## config.mk

```make
export PLATFORM = sky130hd
export DESIGN_NAME = ms_time_counter
export DESIGN_NICKNAME = d
export VERILOG_FILES = /design/src/rtl/ms_time_counter.sv
export SDC_FILE = /design/constraint.sdc
export NUM_CORES = 1
export LEC_CHECK = 0
export CAP_MARGIN = 10
export CORE_UTILIZATION = 47
export DETAILED_ROUTE_END_ITERATION = 10
export GPL_TIMING_DRIVEN = 0
export PLACE_DENSITY = 0.82
export SLEW_MARGIN = 0
export SYNTH_ARGS = -nofsm -noshare
export SYNTH_HDL_FRONTEND = slang
export SYNTH_SLANG_ARGS = --single-unit
```

## constraint.sdc

```tcl
create_clock -name Clk_50MHz -period 1.9 [get_ports Clk_50MHz]
set_input_delay 0.19 -clock Clk_50MHz [delete_from_list [all_inputs] [get_ports Clk_50MHz]]
set_output_delay 0.19 -clock Clk_50MHz [all_outputs]
set_load 0.01 [all_outputs]
```

## src/rtl/ms_time_counter.sv

```systemverilog
// ms_time_counter: turns the millisecond square wave into ticks and keeps a
// time-of-day (ms, s, min, h). A valid/ready port loads a new time, and a
// watchdog flags the loss of the incoming timebase.
`timescale 1ns/1ps

module ms_time_counter #(
  parameter int MS_PER_SEC     = 1000,
  parameter int TIMEOUT_CYCLES = 60000
) (
  input  logic       Clk_50MHz,
  input  logic       Reset,
  input  logic       ms_in,
  input  logic       set_valid,
  output logic       set_ready,
  input  logic [4:0] set_hour,
  input  logic [5:0] set_min,
  input  logic [5:0] set_sec,
  output logic       set_error,
  output logic [9:0] ms_cnt,
  output logic [5:0] sec_cnt,
  output logic [5:0] min_cnt,
  output logic [4:0] hour_cnt,
  output logic       sec_pulse,
  output logic       day_pulse,
  output logic       tick_lost
);

  localparam logic [9:0]  MS_LAST  = 10'(MS_PER_SEC - 1);
  localparam logic [15:0] TO_LIMIT = 16'(TIMEOUT_CYCLES);
  localparam logic [15:0] TO_LAST  = 16'(TIMEOUT_CYCLES - 1);

  typedef enum logic {
    RUN,
    CHECK
  } state_t;

  state_t      state;
  logic        ms_d;
  logic        tick;
  logic [15:0] to_cnt;
  logic [4:0]  hold_hour;
  logic [5:0]  hold_min;
  logic [5:0]  hold_sec;
  logic        load_ok;

  logic [9:0]  ms_next;
  logic [5:0]  sec_next;
  logic [5:0]  min_next;
  logic [4:0]  hour_next;
  logic        sec_wrap;
  logic        day_wrap;

  assign tick    = ms_in & ~ms_d;
  assign load_ok = (hold_hour <= 5'd23) && (hold_min <= 6'd59) && (hold_sec <= 6'd59);

  // Edge-detect history and timebase watchdog: saturates at the limit, cleared by any tick
  always_ff @(posedge Clk_50MHz) begin
    if (Reset) begin
      ms_d      <= 1'b0;
      to_cnt    <= '0;
      tick_lost <= 1'b0;
    end else begin
      ms_d <= ms_in;
      if (tick) begin
        to_cnt    <= '0;
        tick_lost <= 1'b0;
      end else if (to_cnt != TO_LIMIT) begin
        to_cnt <= to_cnt + 16'd1;
        if (to_cnt == TO_LAST) begin
          tick_lost <= 1'b1;
        end
      end
    end
  end

  // Full carry chain for one tick, resolved in a single cycle so no out-of-range value is ever stored
  always_comb begin
    ms_next   = ms_cnt + 10'd1;
    sec_next  = sec_cnt;
    min_next  = min_cnt;
    hour_next = hour_cnt;
    sec_wrap  = 1'b0;
    day_wrap  = 1'b0;
    if (ms_cnt == MS_LAST) begin
      ms_next  = '0;
      sec_wrap = 1'b1;
      sec_next = sec_cnt + 6'd1;
      if (sec_cnt == 6'd59) begin
        sec_next = '0;
        min_next = min_cnt + 6'd1;
        if (min_cnt == 6'd59) begin
          min_next  = '0;
          hour_next = hour_cnt + 5'd1;
          if (hour_cnt == 5'd23) begin
            hour_next = '0;
            day_wrap  = 1'b1;
          end
        end
      end
    end
  end

  // Load FSM and time registers; a valid load in CHECK overrides a coincident tick
  always_ff @(posedge Clk_50MHz) begin
    if (Reset) begin
      state     <= RUN;
      set_ready <= 1'b1;
      set_error <= 1'b0;
      sec_pulse <= 1'b0;
      day_pulse <= 1'b0;
      ms_cnt    <= '0;
      sec_cnt   <= '0;
      min_cnt   <= '0;
      hour_cnt  <= '0;
      hold_hour <= '0;
      hold_min  <= '0;
      hold_sec  <= '0;
    end else begin
      set_error <= 1'b0;
      sec_pulse <= 1'b0;
      day_pulse <= 1'b0;

      if (state == CHECK && load_ok) begin
        ms_cnt   <= '0;
        sec_cnt  <= hold_sec;
        min_cnt  <= hold_min;
        hour_cnt <= hold_hour;
      end else if (tick) begin
        ms_cnt    <= ms_next;
        sec_cnt   <= sec_next;
        min_cnt   <= min_next;
        hour_cnt  <= hour_next;
        sec_pulse <= sec_wrap;
        day_pulse <= day_wrap;
      end

      case (state)
        RUN: begin
          if (set_valid) begin
            hold_hour <= set_hour;
            hold_min  <= set_min;
            hold_sec  <= set_sec;
            state     <= CHECK;
            set_ready <= 1'b0;
          end
        end
        CHECK: begin
          state     <= RUN;
          set_ready <= 1'b1;
          if (!load_ok) begin
            set_error <= 1'b1;
          end
        end
        default: begin
          state     <= RUN;
          set_ready <= 1'b1;
        end
      endcase
    end
  end

endmodule

```

==> impl_summary.md <==
STA
The summed negative setup slack over all endpoints is 0 ns. The routed design could run at a clock period as short as 1.86 ns. Setup repair after global routing could not meet its margin everywhere. In the finished design, the share of the clock period the worst path needs comes to 98.0%. The worst clock skew is 0.00864 ns. The total count of hold-check failures in the final report is 0. The worst-margin pin slew is about 0.44 ns. The final count of pins violating max slew came to 0. The fmax is 537 MHz. Headroom to the max-slew limit came out at 70.6%. The count of final setup violators is 0.

Worst setup path
The cell that appears most often on the critical path is sky130_fd_sc_hd__buf_6. Across all register-to-register paths, the minimum setup slack is 0.04 ns. For this run, the slowest stage of the critical path takes 0.41 ns.

The maximum fanout along the worst path is 10. Together, buffers and inverters on the worst path number 2. The source of the worst register-to-register timing path is ms_cnt[4].

The setup path with the least slack is of type reg2reg. The family with the most delay on the worst path is simple AND/OR/NAND/NOR gates. The critical path data arrival time is 2.13 ns. Data on the critical path is required at its endpoint by 2.17 ns. The worst setup path is captured at a flop. The count of cells along the worst register-to-register path is 7. The endpoint identified for the worst register-to-register timing path is min_cnt[0]. Traced cell by cell, the critical path runs through nand4bb_4 -> or3_4 -> buf_6 -> buf_6 -> nor4_2 -> a211oi_1 -> nor3_1. STA classifies the critical path startpoint as a flop.

The slowest stage of the critical path is the sky130_fd_sc_hd__or3_4 cell.

Floorplanning
The die is roughly 83 um tall. The die boundary width is 83.1 um. Once the floorplan was initialized, standard cells occupied roughly half of the core. between 50 and 60 I/O pins were placed. The area of the core is 6350 um^2. The floorplan has 29 rows. The die covers approximately 7000 um^2.

Yosys
Counting every instance in the synthesized netlist gives 371. Summing the areas of all compound-gate instances in the mapped netlist gives about 11% of the synthesized area. After Yosys synthesis, full adders, half adders and majority gates account for 2.43% of the synthesized area. The combinational family with the most area after synthesis is simple AND/OR/NAND/NOR gates. The number of register bits inferred by synthesis is 67.

The synthesis warning total is 0. The netlist area before placement is just over 3000 um^2. The share of the Yosys chip area taken by registers is around 43%. For this run, the leading register cell type out of synthesis is sky130_fd_sc_hd__dfxtp_1.

Of the total synthesized cell area, the portion taken by XOR and XNOR cells is 6.80%. The number of nets in the synthesized netlist is 398. The post-synthesis simple-gate area fraction is slightly above 30%.

After synthesis, the share of cell area in mux cells is 1.94%. The count of distinct cell types in the synthesized netlist is 43. In this run, synthesis inferred 0 flip-flops with an integrated enable. The mean cell area of the mapped netlist is 8.33 um^2. Of all flip-flops after synthesis, the portion carrying an async set or reset was 0%.

GRT
The global-route total usage across every layer is 21.7%. The number of global-route vias before repair came to 2665. The remaining global-route overflow is 0.

The number of antenna violations at the first check in global routing came to 0. The largest net degree at the start of global routing is 12. The wire length of the first global-routing pass is 12100 um.

Detailed routing
Across all layers, the routed design uses between 2000 and 3000 vias. The count of nets left with antenna violations once routing finished came out at 0. In the routed layout, each cell is associated on average with a via count of 5.47.

The detail-routed net length per standard cell is 13.9 um. The first TritonRoute pass finished after 5 iterations. The number of DRC markers after the initial detailed-route iteration is 335.

In the routed design, unresolved DRC markers number 0. The total wire length is between 7000 and 8000 um.

Final layout
The number of antenna diodes in the final layout is 0. The area of all placed cells without fillers is 4090 um^2. For this run, the post-layout net count is 469.

In the final layout, the share of cells above drive strength 1 is 12.5%. The count of placed standard cells in the final layout, fillers left out is ~520. The area growth from synthesis to final layout is 32.5%. The most common library cell in the layout ignoring fill and taps is sky130_fd_sc_hd__dfxtp_1.

The library cells used most frequently in the layout, excluding fill and tap cells, are sky130_fd_sc_hd__dfxtp_1 (60), sky130_fd_sc_hd__nor2_1 (57), sky130_fd_sc_hd__nand2_1 (53).

Clock tree
The post-cts hold buffer count is 0. The clock latency on the worst-skew pair is about 0.34 ns. The clock transition at the registers of the reported paths is 0.07 ns. TritonCTS built the clock tree. The total number of clock tree sinks is 67. The number of CTS-inserted buffers is 9. Counting along the longest clock path gives a buffer depth of 2. The H-tree generated during clock tree synthesis spans 3 levels. The cell sitting at the root of the clock tree is a sky130_fd_sc_hd__clkbuf_8.

Power
The power density over the cells is ~750 nW/um^2. The power consumption is between 3 and 4 mW. The analysis attributes to cell leakage a power of 1.46 nW. The peak supply drop is 0.000526 V.

Placed design
The routability-driven placement congestion ratio is 0.855. The number of input and output port buffers inserted is 52. Once placement completed, the tool counted placed cells totaling 500. Once placement finished, the instance area stood at between 3000 and 4000 um^2.

The HPWL reported at the end of detailed placement is a little under 5000 um.

Flow run
Max-cap violations in this run came to 0.

Hold path
The class of the tightest hold or removal check is in2reg. For hold timing, the worst endpoint is hold_min[0]. The startpoint identified for the worst hold timing path is set_min[0].

Counting instances, the worst hold path has a depth of 3.

Run status
The run finished with clean final reports.
worst reg2reg max path: cells and delay by family (launching register included):
family | cells | cell delay, ns
and+or+nand+nor | 4 | 1.06
DFF | 1 | 0.35
buffers and inverters | 2 | 0.28
AOI/OAI and AO/OA | 1 | 0.10
sequential cells by signal (all words and copies together) (netlist names), 5 cells and up:
signal / flops
hold_sec: 6
hour_cnt: 5
sec_cnt: 6
hold_min: 6
to_cnt: 16
hold_hour: 5
min_cnt: 6
ms_cnt: 10
stage by stage:
stage | util (%) | setup WS (ns) | hold slack, ns
floorplan | - | -0.00890 | 0.290
global placement | 58.6 | -0.326 | 0.443
detailed placement | 58.6 | -0.377 | 0.454
CTS | 63.0 | 0.00790 | 0.388
global route | 64.5 | -0.0739 | 0.403
finish | 64.5 | 0.0376 | 0.391
worst max-delay path by stage:
stage	startpoint	to	slack, ns	cells after the start
2_1_floorplan	sec_cnt[0]	min_cnt[5]	-0.009	6
3_3_place_gp	ms_in	min_cnt[5]	-0.33	6
3_5_place_dp	ms_in	min_cnt[5]	-0.38	6
4_1_cts	ms_cnt[3]	min_cnt[1]	0.008	7
5_1_grt	ms_cnt[4]	min_cnt[0]	-0.07	7
6_report	ms_cnt[4]	min_cnt[0]	0.04	7
layout make-up:
class                   count  area (um^2)
fillers                   527         2260
clock buffers              10          128
inverters                   9         33.8
clock inverters             6         80.1
flip-flops and latches     67         1360
well taps                  77         96.3
multi-input cells         279         1720
plain buffers              15         85.1
repair buffers             61          588
cell usage after synthesis (2+ instances only):
library cell / n / area [um^2]
sky130_fd_sc_hd__clkbuf_1: 12 / 45.0
sky130_fd_sc_hd__or3_1: 3 / 18.8
sky130_fd_sc_hd__xor2_1: 11 / 96.3
sky130_fd_sc_hd__a21oi_1: 26 / 130
sky130_fd_sc_hd__a211oi_1: 10 / 75.1
sky130_fd_sc_hd__a31oi_1: 2 / 12.5
sky130_fd_sc_hd__nor2_1: 58 / 218
sky130_fd_sc_hd__nor3_4: 2 / 32.5
sky130_fd_sc_hd__nor3b_1: 3 / 22.5
sky130_fd_sc_hd__nor2b_1: 4 / 25.0
sky130_fd_sc_hd__and3_1: 2 / 12.5
sky130_fd_sc_hd__o21ai_0: 5 / 25.0
sky130_fd_sc_hd__inv_1: 9 / 33.8
sky130_fd_sc_hd__nor4_1: 7 / 43.8
sky130_fd_sc_hd__nand2b_1: 7 / 43.8
sky130_fd_sc_hd__nor4b_1: 2 / 17.5
sky130_fd_sc_hd__xnor2_1: 13 / 114
sky130_fd_sc_hd__ha_1: 6 / 75.1
sky130_fd_sc_hd__a311oi_1: 5 / 43.8
sky130_fd_sc_hd__dfxtp_1: 67 / 1340
sky130_fd_sc_hd__o211ai_1: 2 / 15.0
sky130_fd_sc_hd__and2_1: 2 / 12.5
sky130_fd_sc_hd__nand2_1: 53 / 199
sky130_fd_sc_hd__nand4_1: 9 / 56.3
sky130_fd_sc_hd__nand3_1: 18 / 90.1
sky130_fd_sc_hd__mux2i_1: 6 / 60.1
sky130_fd_sc_hd__nor3_1: 11 / 55.1
timing repair:
action	in CTS	in global routing
cloned	0	0
buffers inserted	4	5
pin swaps	4	9
resized for setup	14	13
setup endpoints to repair	11	10
power by group:
| group | switching [mW] | internal, mW | total [mW] |
|---|---|---|---|
| registers | 0.0587 | 1.45 | 1.51 |
| clock network | 0.532 | 0.730 | 1.26 |
| logic | 0.141 | 0.148 | 0.289 |
cells by family after synthesis:
| logic type | count (synthesis) |
|---|---|
| AND/OR/NAND/NOR | 189 |
| buffers and inverters | 25 |
| flip-flops | 67 |
| XOR/XNOR | 24 |
| AO/OA/AOI/OAI | 54 |
| adder cells (fa/ha/maj) | 6 |
| multiplexers | 6 |
metal layers:
metal  global-route usage, %  wire (um)  vias to the layer above
li1                        -          -                     1421
met1                    28.1       3240                     1320
met2                    34.9       3460                      110
met3                    5.07        468                       17
met4                    8.78        129                        0
met5                       0          0                        -
No activity file was read; power rests on OpenSTA's default activity.
